--- config.mk ---
export PLATFORM = sky130hd
export DESIGN_NAME = uart_tx_core
export DESIGN_NICKNAME = d
export VERILOG_FILES = /design/src/rtl/uart_tx_core.sv
export SDC_FILE = /design/constraint.sdc
export NUM_CORES = 1
export LEC_CHECK = 0
export ABC_AREA = 1
export CORE_UTILIZATION = 35
export CTS_CLUSTER_SIZE = 14
export DETAILED_ROUTE_END_ITERATION = 8
export PLACE_DENSITY = 0.61
export SETUP_SLACK_MARGIN = 0.5
export SYNTH_ARGS = -nofsm -noshare
export SYNTH_HDL_FRONTEND = slang
export SYNTH_SLANG_ARGS = --single-unit
--- constraint.sdc ---
create_clock -name clk -period 1.5 [get_ports clk]
set_input_delay 0.225 -clock clk [delete_from_list [all_inputs] [get_ports clk]]
set_output_delay 0.225 -clock clk [all_outputs]
set_load 0.05 [all_outputs]
--- src/rtl/uart_tx_core.sv ---
// UART transmitter with integrated bit-period timer: one byte per tx_start, serialised LSB-first on txd (8N1, or 8E1 with UART_TX_PARITY_EN).
// Latency: txd/tx_busy change on the edge after tx_start is accepted; tx_done pulses 10*BAUD_DIV (11*BAUD_DIV with parity) cycles later.
// Backpressure: tx_start is sampled only while tx_busy=0; requests made while busy are dropped, not queued.
//
// Optional feature macro: UART_TX_PARITY_EN (adds the even-parity bit and the PARITY state).
// Ports:
//   clk       - system clock, rising edge
//   rst_n     - asynchronous active-low reset (aborts any frame, txd returns high)
//   tx_start  - request strobe, honoured only when idle
//   tx_data   - byte to send, captured on acceptance
//   txd       - registered serial line, idle high
//   tx_busy   - registered, high from acceptance until the end of the stop bit
//   tx_done   - registered one-cycle pulse when the stop bit completes
module uart_tx_core #(
    parameter int CLK_HZ   = 50_000_000,
    parameter int BAUD     = 9600,
    parameter int BAUD_DIV = CLK_HZ / BAUD
) (
    input  logic       clk,
    input  logic       rst_n,
    input  logic       tx_start,
    input  logic [7:0] tx_data,
    output logic       txd,
    output logic       tx_busy,
    output logic       tx_done
);

    localparam logic [15:0] DIV_M1 = 16'(BAUD_DIV - 1);

    typedef enum logic [2:0] {
        IDLE   = 3'd0,
        START  = 3'd1,
        DATA   = 3'd2,
`ifdef UART_TX_PARITY_EN
        PARITY = 3'd3,
`endif
        STOP   = 3'd4
    } state_t;

    state_t      state_q, state_d;
    logic [15:0] cnt_q, cnt_d;
    logic [2:0]  idx_q, idx_d;
    logic [7:0]  shift_q, shift_d;
    logic        txd_q, txd_d;
    logic        busy_q, busy_d;
    logic        done_q, done_d;
    logic        bit_end;
`ifdef UART_TX_PARITY_EN
    // Parity is taken from the byte at acceptance, since the shift register
    // is consumed while the data bits go out.
    logic        par_q, par_d;
`endif

    assign bit_end = (cnt_q == DIV_M1);

    always_comb begin
        state_d = state_q;
        cnt_d   = cnt_q;
        idx_d   = idx_q;
        shift_d = shift_q;
        txd_d   = txd_q;
        busy_d  = busy_q;
        done_d  = 1'b0;
`ifdef UART_TX_PARITY_EN
        par_d   = par_q;
`endif

        // Free-running bit timer while a frame is in flight; the wrap is the
        // bit boundary, so every bit is exactly BAUD_DIV cycles with no drift.
        if (state_q != IDLE) begin
            cnt_d = bit_end ? 16'd0 : cnt_q + 16'd1;
        end

        case (state_q)
            IDLE: begin
                if (tx_start) begin
                    shift_d = tx_data;
                    busy_d  = 1'b1;
                    txd_d   = 1'b0;
                    cnt_d   = 16'd0;
                    idx_d   = 3'd0;
`ifdef UART_TX_PARITY_EN
                    par_d   = ^tx_data;
`endif
                    state_d = START;
                end
            end
            START: begin
                if (bit_end) begin
                    txd_d   = shift_q[0];
                    state_d = DATA;
                end
            end
            DATA: begin
                if (bit_end) begin
                    shift_d = {1'b0, shift_q[7:1]};
                    idx_d   = idx_q + 3'd1;
                    if (idx_q == 3'd7) begin
`ifdef UART_TX_PARITY_EN
                        txd_d   = par_q;
                        state_d = PARITY;
`else
                        txd_d   = 1'b1;
                        state_d = STOP;
`endif
                    end else begin
                        // Next bit is the one about to land in shift[0].
                        txd_d = shift_q[1];
                    end
                end
            end
`ifdef UART_TX_PARITY_EN
            PARITY: begin
                if (bit_end) begin
                    txd_d   = 1'b1;
                    state_d = STOP;
                end
            end
`endif
            STOP: begin
                if (bit_end) begin
                    busy_d  = 1'b0;
                    done_d  = 1'b1;
                    state_d = IDLE;
                end
            end
            default: begin
                txd_d   = 1'b1;
                busy_d  = 1'b0;
                state_d = IDLE;
            end
        endcase
    end

    always_ff @(posedge clk or negedge rst_n) begin
        if (!rst_n) begin
            state_q <= IDLE;
            cnt_q   <= 16'd0;
            idx_q   <= 3'd0;
            shift_q <= 8'd0;
            txd_q   <= 1'b1;
            busy_q  <= 1'b0;
            done_q  <= 1'b0;
`ifdef UART_TX_PARITY_EN
            par_q   <= 1'b0;
`endif
        end else begin
            state_q <= state_d;
            cnt_q   <= cnt_d;
            idx_q   <= idx_d;
            shift_q <= shift_d;
            txd_q   <= txd_d;
            busy_q  <= busy_d;
            done_q  <= done_d;
`ifdef UART_TX_PARITY_EN
            par_q   <= par_d;
`endif
        end
    end

    assign txd     = txd_q;
    assign tx_busy = busy_q;
    assign tx_done = done_q;

endmodule

==> flow_summary.yaml <==
status:
  status: "completed"
power:
  p_leak_nw: 1.34
  vdd_drop_max_mv: 1.01
  p_per_area_mw_per_mm2: 1730
sta:
  worst_pin_slew_ps: 417
  max_clock_freq_mhz: 678
  rsz0062_at_grt: "true"
  maxSlewViolCount: 0
  skew_ps: 10.3
  setup-violations-final: 0
  hold_viol: 0
  setup_tns_ps: 0
  layout_min_cycle_time_ps: 1480
  maxSlewHeadroom: 0.720
  timing.final.crit_share: 0.984
place:
  post-dp-hpwl_um: 2980
  place_area_mm2: 0.00219
  dp.cells: 328
  io_buffers: 13
  gp_congestion: 0.904
logic_synthesis:
  ys_top_cells_by_area: "dfrtp_1 43%, nand2_1 13%, nand3_1 5.4%"
  yosysMostFrequentCell: "nand2_1"
  ys.flop_type: "dfrtp_1"
  synth_fp_nets: 250
  async_flop_share: 1.00
  avgSynthCellArea_um2: 7.92
  syn_inst: 236
  synth_warnings: 0
  ys_types: 29
  ys_seq_area_frac: 0.443
  synth_edf_count: 0
  yosys-top-cells-count: "64 x nand2_1, 32 x dfrtp_1, 26 x inv_1, 20 x nand3_1, 16 x nor2_1"
  netlist_area_mm2: 0.00187
  ys_ff_latch: 33
  synth_area_leader_cell: "dfrtp_1"
  synthDominantCellAreaShare: 0.429
clock_tree:
  clock_latency_ps: 300
  cts_tree: "built"
  cts_hold_buf: 0
  cts.clk_slew.worst_paths_ps: 80
  clockBufferDepth: 2
  h-tree-depth: 2
  cts.sinks: 33
  root_buffer: "clkbuf_8"
  cts_buffers: 5
critical_path:
  cp-end-kind: "flop"
  cp.required_ps: 1680
  cpMaxStageDelayCell: "dfrtp_1"
  worstSetupStartpointType: "flop"
  cp_cell_sequence: "ha_2 -> nand2_2 -> inv_4 -> nand2_4 -> nor2_4 -> nand2_4 -> nand2_8 -> nand2_8 -> nand2_2 -> o21ai_1"
  max_stage_delay_ps: 360
  r2r_start: "cnt_q[0]$_DFF_PN0_"
  cp-startpoint: "cnt_q[0]$_DFF_PN0_"
  critPathBufInv: 1
  cpLargestDelayFamily: "simple AND/OR/NAND/NOR gates"
  cp.arrival_ps: 1660
  cp_max_fo: 6
  crit_type: "reg -> reg"
layout:
  antenna_cells: 0
  syn_to_final_growth_pct: 50.3
  fin_nets: 298
  postLayoutCellArea_mm2: 0.00281
  layout-drive-gt1-share: 0.411
  stdcell_count: 355
floorplan:
  die_w_um: 75.1
  die_h_um: 75.1
  start_util: 0.366
  rows: 26
  die_area_mm2: 0.00563
  io_pins: 14
  core_mm2: 0.00511
job:
  cap_violations: 0
min_path:
  hp-class: "in -> async"
route:
  first_iter_violations: 120
  drc: 0
  routed_wl_um: 4960
  first_pass_iters: 4
  wl_per_cell_um: 14.0
  drt-vias-per-instance: 4.90
  via_count: 1740
  ant_nets: 0
global_routing:
  grt_pass1_wl_um: 7870
  grt_pass1_vias: 1643
  antenna_found_initial: 0
  grt_use_total: 0.191
  grt_overflow: 0
  grt_max_degree: 34
## what timing repair did
item	in CTS	in global routing
endpoints found under the hold margin	0	0
gates resized for setup	37	56
buffers inserted	13	3
setup endpoints to repair	36	36
pin swaps	11	22
gates cloned	2	1
## cell families after synthesis
family | share of synthesized area
compound gates | 0.100
flops | 0.443
xor+xnor | 0.0234
simple gates | 0.301
mux | 0.0375
buf+inv | 0.0743
fa+ha+maj | 0.0201
## cell usage in the layout (no fill, tap or decap), drive strengths merged
cell type      count
a21oi              4
a31oi              1
buf               31
bufbuf             1
bufinv             1
clkbuf             5
clkdlybuf4s50     10
clkinv             1
clkinvlp           2
dfrtp             32
dfstp              1
ha                 3
inv               28
mux2i              7
nand2             74
nand3             20
nand4              4
nor2              18
nor3               8
o211ai             1
o21ai             22
o21bai             1
o22ai              4
o31ai              1
xor2               5
## layout make-up
| type | count | area (µm²) |
|---|---|---|
| multi-input cells | 173 | 1210 |
| clock inverters | 3 | 46.3 |
| repair buffers | 42 | 425 |
| inverters | 29 | 133 |
| fillers | 441 | 2300 |
| well taps | 70 | 87.6 |
| clock buffers | 5 | 68.8 |
| flip-flops and latches | 33 | 832 |
## state kept, by name, summed over array words and instances (netlist names)
name and cells:
cnt_q 16, idx_q 3, shift_q 8, state_q 3, tx_busy 1, tx_done 1
txd 1
## metrics by stage
step | power, mW | utilization | worst slack, ps | hold WS [ps]
2_1_floorplan | 2.58 | - | 101 | -70.6
3_3_place_gp | 3.02 | 0.430 | 43.6 | 470
3_5_place_dp | 3.03 | 0.430 | 1.87 | 465
4_1_cts | 4.44 | 0.504 | 64.1 | 306
5_1_grt | 5.19 | 0.550 | -66.8 | 306
6_report | 4.87 | 0.550 | 24.2 | 291
## metal layers
layer | track usage | part of all wire
met5 | 0 | 0
met4 | 0.0922 | 0.023
met3 | 0.0455 | 0.045
met2 | 0.273 | 0.46
met1 | 0.272 | 0.47
## final timing paths
check                                          to  slack, ps  cells past startpoint
max                        shift_q[5]$_DFFE_PN0P_         20                     10
min                           cnt_q[12]$_DFF_PN0_        290                      2
max reg2reg                shift_q[5]$_DFFE_PN0P_         20                     10
min reg2reg                       txd$_DFFE_PN1P_        480                      2
max in group asynchronous         txd$_DFFE_PN1P_        950                      2
min in group clk                  txd$_DFFE_PN1P_        480                      2
## power breakdown
group | leakage [nW] | total [mW] | internal [mW] | switching (mW)
combinational | 0.857 | 2.63 | 1.12 | 1.51
clock | 0.0543 | 0.874 | 0.497 | 0.377
sequential | 0.430 | 1.37 | 1.14 | 0.222
(Power assumes the default switching activity.)
